`src/rtl/booth_radix4_multiplier.sv`:
```
// booth_radix4_multiplier
// Sequential radix-4 (modified) Booth multiplier. Retires two multiplier bits
// per clock for signed or unsigned operands, selected per operation, with a
// start / busy / done handshake. The product is 2*DATA_WIDTH bits and exact.
//
// Optional feature macro: BOOTH_EARLY_EXIT_EN
//   defined   - an operation finishes on the first step after which every
//               remaining recoding would be +0 (latency 1..N edges).
//   undefined - fixed latency of N = DATA_WIDTH/2 + 1 edges; no exit logic.
module booth_radix4_multiplier #(
    parameter int DATA_WIDTH = 32
) (
    input  logic                    clk,
    input  logic                    reset,
    input  logic                    start,
    input  logic                    is_signed,
    input  logic [DATA_WIDTH-1:0]   multiplicand,
    input  logic [DATA_WIDTH-1:0]   multiplier,
    output logic                    busy,
    output logic                    done,
    output logic [2*DATA_WIDTH-1:0] product
);

    // Operands are extended to EXT_W bits so signed and unsigned share one
    // datapath; A and Q carry one more bit so that +/-2M cannot overflow A.
    localparam int EXT_W   = DATA_WIDTH + 2;
    localparam int REG_W   = EXT_W + 1;
    localparam int PAIR_W  = 2 * REG_W;
    localparam int N_STEPS = EXT_W / 2;
    localparam int CNT_W   = $clog2(N_STEPS + 1);

    localparam logic [CNT_W-1:0] CNT_LOAD = CNT_W'(N_STEPS);
    localparam logic [CNT_W-1:0] CNT_ONE  = CNT_W'(1);

    typedef enum logic {
        IDLE,
        CALC
    } state_t;

    state_t                  state_q,   state_d;
    logic [REG_W-1:0]        a_q,       a_d;
    logic [REG_W-1:0]        q_q,       q_d;
    logic [REG_W-1:0]        m_q,       m_d;
    logic [CNT_W-1:0]        count_q,   count_d;
    logic                    done_q,    done_d;
    logic [2*DATA_WIDTH-1:0] product_q, product_d;

    logic [REG_W-1:0]        m_ext;
    logic [REG_W-1:0]        q_init;
    logic [REG_W-1:0]        addend;
    logic [REG_W-1:0]        sum;
    logic signed [PAIR_W-1:0] pair_s;
    logic signed [PAIR_W-1:0] step_pair;
    logic                    last_step;

    // Operand extension: sign bit replicated only for signed operations.
    always_comb begin
        m_ext  = {{3{is_signed & multiplicand[DATA_WIDTH-1]}}, multiplicand};
        q_init = {{2{is_signed & multiplier[DATA_WIDTH-1]}}, multiplier, 1'b0};
    end

    // Booth recoding of {Q1,Q0,Q-1} and the accumulator add.
    always_comb begin
        // NOTE: every variable gets a default first so no path leaves it unassigned and infers a latch.
        addend = '0;
        unique case (q_q[2:0])
            3'b001, 3'b010: addend = m_q;
            3'b011:         addend = m_q << 1;
            3'b100:         addend = -(m_q << 1);
            3'b101, 3'b110: addend = -m_q;
            default:        addend = '0;
        endcase
        sum    = a_q + addend;
        pair_s = {sum, q_q};
    end

`ifdef BOOTH_EARLY_EXIT_EN
    logic all_zero;
    logic all_one;
    logic early_exit;

    // Look-ahead: after this step the unprocessed bits are q_q[2*count:2]
    // (q_q[2] becomes the new Q-1). If they are uniform, every later recoding
    // is +0, so this step also applies the remaining 2*(count-1) shift.
    always_comb begin
        all_zero = 1'b1;
        all_one  = 1'b1;
        for (int i = 2; i < REG_W; i++) begin
            if (i <= 2 * int'(count_q)) begin
                all_zero = all_zero & ~q_q[i];
                all_one  = all_one & q_q[i];
            end
        end
        early_exit = all_zero | all_one;
        step_pair  = early_exit ? (pair_s >>> (2 * int'(count_q))) : (pair_s >>> 2);
        last_step  = early_exit | (count_q == CNT_ONE);
    end
`else
    // Fixed-latency step: arithmetic shift of {A,Q} by two bits.
    always_comb begin
        step_pair = pair_s >>> 2;
        last_step = (count_q == CNT_ONE);
    end
`endif

    // Next-state logic for the control FSM and the datapath registers.
    always_comb begin
        state_d   = state_q;
        a_d       = a_q;
        q_d       = q_q;
        m_d       = m_q;
        count_d   = count_q;
        done_d    = 1'b0;
        product_d = product_q;

        unique case (state_q)
            IDLE: begin
                if (start) begin
                    a_d     = '0;
                    q_d     = q_init;
                    m_d     = m_ext;
                    count_d = CNT_LOAD;
                    state_d = CALC;
                end
            end
            CALC: begin
                {a_d, q_d} = step_pair;
                count_d    = count_q - CNT_ONE;
                if (last_step) begin
                    // Low 2W bits of the shifted pair, skipping Q-1.
                    product_d = step_pair[2*DATA_WIDTH:1];
                    count_d   = '0;
                    done_d    = 1'b1;
                    state_d   = IDLE;
                end
            end
            default: state_d = IDLE;
        endcase
    end

    // State register with synchronous reset that discards any in-flight result.
    always_ff @(posedge clk) begin
        // NOTE: sequential state uses non-blocking assignments so all registers update from pre-edge values.
        if (reset) begin
            state_q   <= IDLE;
            a_q       <= '0;
            q_q       <= '0;
            m_q       <= '0;
            count_q   <= '0;
            done_q    <= 1'b0;
            product_q <= '0;
        end else begin
            state_q   <= state_d;
            a_q       <= a_d;
            q_q       <= q_d;
            m_q       <= m_d;
            count_q   <= count_d;
            done_q    <= done_d;
            product_q <= product_d;
        end
    end

    assign busy    = (state_q == CALC);
    assign done    = done_q;
    assign product = product_q;

endmodule

```
`config.mk`:
```
export PLATFORM = sky130hd
export DESIGN_NAME = booth_radix4_multiplier
export DESIGN_NICKNAME = d
export VERILOG_FILES = /design/src/rtl/booth_radix4_multiplier.sv
export SDC_FILE = /design/constraint.sdc
export NUM_CORES = 1
export LEC_CHECK = 0
export ABC_AREA = 0
export CAP_MARGIN = 25
export CORE_ASPECT_RATIO = 1.5
export CORE_UTILIZATION = 56
export DETAILED_ROUTE_END_ITERATION = 10
export HOLD_SLACK_MARGIN = 0.08
export PLACE_DENSITY_LB_ADDON = 0.3
export SETUP_SLACK_MARGIN = 0.4
export SLEW_MARGIN = 20
export SYNTH_ARGS = -nofsm -noshare
export SYNTH_HDL_FRONTEND = slang
export SYNTH_SLANG_ARGS = --single-unit
```
`constraint.sdc`:
```
create_clock -name clk -period 5.6 [get_ports clk]
set_input_delay 1.12 -clock clk [delete_from_list [all_inputs] [get_ports clk]]
set_output_delay 1.12 -clock clk [all_outputs]
set_load 0.01 [all_outputs]
```
# --- Word level (Yosys, flattened, before mapping) ---
# Cells that the tools add are included.
word_totals:
  regBits: 174
  inputBits: 68
  output_inout_bits: 66
  word_cells: 39
classes:
  add_sub_neg: 4
  eq_ne: 8
  mux: 12
  bitwise_logic: 3
  reduce_logical: 5
ops:
  columns: ["cell", "count"]
  rows:
  - ["$pmux W35 S2", 2]
  - ["$pmux W35 S4", 1]
  - ["$mux W35", 2]
  - ["$neg A35 Y35", 2]
  - ["$add A35 B35 Y35", 1]
  - ["$mux W5", 2]
  - ["$pmux W5 S2", 1]
  - ["$eq A3 B3 Y1 const B", 3]
  - ["$eq A3 B2 Y1 const B", 2]
  - ["$reduce_or A2 Y1", 3]
  - ["$eq A5 B1 Y1 const B", 1]
  - ["$sub A5 B1 Y5 const B", 1]
  - ["$reduce_and A2 Y1", 2]
  - ["$eq A3 B1 Y1 const B", 1]
  - ["$mux W1", 3]
  - ["$and A1 B1 Y1", 2]
  - ["$ne A2 B2 Y1 const B", 1]
  - ["$pmux W1 S2", 1]
  - ["$not A1 Y1", 1]

# --- Logic depth before layout (Yosys ltp) ---
depth:
  depth_word: 5
  mapped_depth: 22
  ltp_nobuf: 21

# --- Least setup slack after synthesis ---
# No wires, ideal clock.
synth_timing:
  path_type: "register to register"
  startpoint: "register m_q[0]"
  endpoint: "register a_q[28]"
  setup_time_ns: 0.128
  arrival_ns: 4.250
  required_ns: 5.472
  setup_slack_ns: 1.222
  stages_incl_launch_ff: 22
  n_path_buf: 1
  synth_period_minus_slack_ns: 4.378
  path_cell_list: "dfxtp_1 -> inv_1 -> ha_1 -> or4b_1 -> or2_1 -> buf_2 -> nor2_1 -> nand2_1 -> or3_1 -> nand2_1 -> xor2_1 -> o21ai_0 -> ha_1 -> nand4_1 -> a2111oi_0 -> o221ai_1 -> o21ba_2 -> o21ai_0 -> a21oi_1 -> xnor2_1 -> a21oi_1 -> nor2_1"
synth_via:
  elab_chain_cells: 4
  elab_cells_between_ends: 5
  cone_classes: "3 x add/sub; 2 x mux"
synth_rtl:
  columns: ["element", "line", "text"]
  rows:
  - ["start: declaration", "43", "logic [REG_W-1:0] m_q, m_d;"]
  - ["start signal: assignment", "156", "m_q <= m_d;"]
  - ["$neg A35 Y35, on equally long branches", "70, 69", null]
  - ["$pmux W35 S4 *", "66", "unique case (q_q[2:0])"]
  - ["$add A35 B35 Y35 *", "73", "sum = a_q + addend;"]
  - ["$pmux W35 S2 *", "116", "unique case (state_q)"]
  - ["end signal: assignment", "146", "a_q <= '0;"]
  - ["end signal: assignment", "154", "a_q <= a_d;"]
  - ["end: declaration", "41", "logic [REG_W-1:0] a_q, a_d;"]
# Mark *: on every way between the ends. The rest lies on a longest branch, timed or not.
# A chain may end at the register's enable or synchronous reset.

# --- Worst setup path after layout ---
# Ends and elaborated chain as after synthesis.

==> metrics.txt <==
status finished clean; Compound-Gate Fraction of Synth Area 21.8%; vias in the first global route 9129; final hold slack 453 ps; main combinational cell family by area after synthesis simple AND/OR/NAND/NOR gates; Final Slew Violations 0; Worst R2R End a_q[28]; Hold Path Stages 2; crit path DAT 5200 ps; f_max 204 MHz; Critical Path Start Type flop; largest net degree at the start of global routing 103; first-pass GRT wire length 42600 um; DRC 0; WP data required 5890 ps; post-synth top area share 34.9%; Pwr Total 0.00309 W; PD cells 259 nW/um^2; unrepaired setup endpoints after global routing false; hold worst-path end product[51]; FP Rows 59; sequential cell area fraction in the yosys report 34.9%; Starting DRT DRC Count 823; Setup crit end kind flop; root buffer cell clkbuf_16; Layout area overhead 20.7%; final wirelength 26300 um; n_diodes 0; layout cells sized above 1 5.45%; Worst R2R Path Depth 20; Clock Pin Slew Worst Setup and Hold Paths 70 ps; Clk Latency, worst-skew pair 440 ps; setup violators final 0; Layout fillers 1462; grt ovf 0; Area contributors post-synth dfxtp_1, a21oi_1, nand2_1; crit share post-route 87.7%; Leak 4.73 nW; Hold Vio Cnt, Final 0; Hold Path Class flop to flop; setup TNS 0 ps; Worst-Margin Slew 1040 ps; clock sink total 172; Syn Area/Cell 7.31 sq um; gr usage total 28.8%; Via density 5.89; initial antenna violation count 0; library cells used by synthesis 62; post-synthesis cell count 1351; dominant synthesized flop cell dfxtp_1; Final Wtd Congestion 0.947; Post-Synth XOR/XNOR Area 5.23%; CP Class flop to flop; Synth Area in Adders 4.89%; DPL Wire Length 18800 um; Die W 110 um; Vias 9782; Worst slew margin 30.6%; CTS Hold Buffers Added 0; Max Cap Viol 0; Die H 165 um; die area 18200 sq um; starting density of the core 57.2%; Syn Nets 1457; TritonCTS clock tree done; DR pass1 iterations 8; clock skew 12.2 ps; core area 17300 sq um; Synth top cells by count nand2_1, a21oi_1, dfxtp_1, nor2_1, clkbuf_1; post-route ant nets 0; H-tree depth 4; Port Buffers 133; r2r setup slk 690 ps; mapped cell area 9880 sq um; Synth Area in Simple Gates 25.5%; Synth Register Bits 172; Worst VDD drop 0.208 mV; Post-synth EDFFs 0; CTS Buf Count 17; Crit Path Max Fanout 6; worst r2r src m_q[0]; multiplexer share of the synthesized area 3.44%; post-DR wirelength/cell 15.8 um; fin crit period 4910 ps; hold path startpoint product[51]; biggest area consumer among synthesized cells dfxtp_1; Post-synth ARST share 0%; Yosys warnings 0; count leader, synth nand2_1; fin nets 1542; largest buffer count on any clock path 2; Ports 134
[through the flow]
step / cell area, sq um / util (%) / setup WS, ps / instances
floorplan: 9880 / - / 1220 / 1351
global placement: 11300 / 65.3 / 887 / 1628
detailed placement: 11300 / 65.5 / 663 / 1629
CTS: 11900 / 68.9 / 634 / 1661
global route: 11900 / 69.0 / 405 / 1662
finish: 11900 / 69.0 / 687 / 1662
[routing by layer]
metal  share of wire [%]  vias to the layer above  GRT usage [%]
met5                   0                        -              0
met4                 5.6                        0           18.0
met3                 5.1                      107           4.48
met2                  49                      401           51.0
met1                  40                     4410           32.4
li1                    -                     4864              -
[layout make-up]
type | instances | area, sq um | share of cell area [%]
timing repair buffer | 155 | 1510 | 12.7
inverter | 19 | 71.3 | 0.598
clock buffer | 17 | 425 | 3.57
clock inverter | 15 | 170 | 1.43
tap | 213 | 267 | 2.23
sequential | 172 | 3450 | 28.9
multi-input combinational | 1071 | 6040 | 50.6
[sequential cells by signal, indices dropped and copies added, names as in the netlist]
register and cells:
product 64, q_q 35, a_q 33, m_q 33, count_q 5, busy 1, done 1
[worst max-delay path by stage]
stage          startpoint      end  cells past startpoint
3_3_place_gp       m_q[0]  a_q[28]                     20
2_1_floorplan      m_q[0]  a_q[28]                     21
5_1_grt            m_q[0]  a_q[28]                     20
6_report           m_q[0]  a_q[28]                     20
4_1_cts            m_q[0]  a_q[30]                     20
3_5_place_dp       m_q[0]  a_q[30]                     20
[where the power goes]
part           leakage (nW)  switching (W)  internal, W
Clock                 0.291       0.000560     0.000636
Combinational          3.04       0.000341     0.000225
Sequential             1.40      0.0000546      0.00127
[timing repair]
action / in CTS / in global routing
setup buffers: 0 / 0
gates resized for setup: 0 / 4
setup endpoints to repair: 0 / 5
[kinds of logic after synthesis]
family,after synthesis
AOI/OAI and AO/OA,374
xor gates and xnor gates,59
adders and majority gates,38
buffers and inverters,108
DFF,172
muxes,34
and+or+nand+nor,566
[critical path: stages (launching register included)]
cell and delay, ps:
dfxtp_1 340, inv_1 90, ha_1 240, or4b_1 510
or2_1 340, nor2_2 170, nand2_1 150, or3_1 380
nand2_1 100, xor2_1 140, o21ai_0 100, ha_1 390
nand4_1 130, a2111oi_0 430, o221ai_1 250, o21ba_2 260
o21ai_1 240, a21oi_1 130, xnor2_1 150, a21oi_1 150
nor2_1 60
[layout by cell type (no fill, tap or decap), drive strengths merged, types with 9 or more instances in the layout]
master and count:
a21o 13, a21oi 199, a22oi 24, a31oi 9, and3 32, buf 24, clkbuf 17, clkdlybuf4s50 131
dfxtp 172, ha 37, inv 27, mux2i 34, nand2 255, nand2b 9, nand3 15, nor2 165
nor3 22, nor4 13, o21ai 77, or3 21, xnor2 33, xor2 26
(Power assumes the default switching activity.)
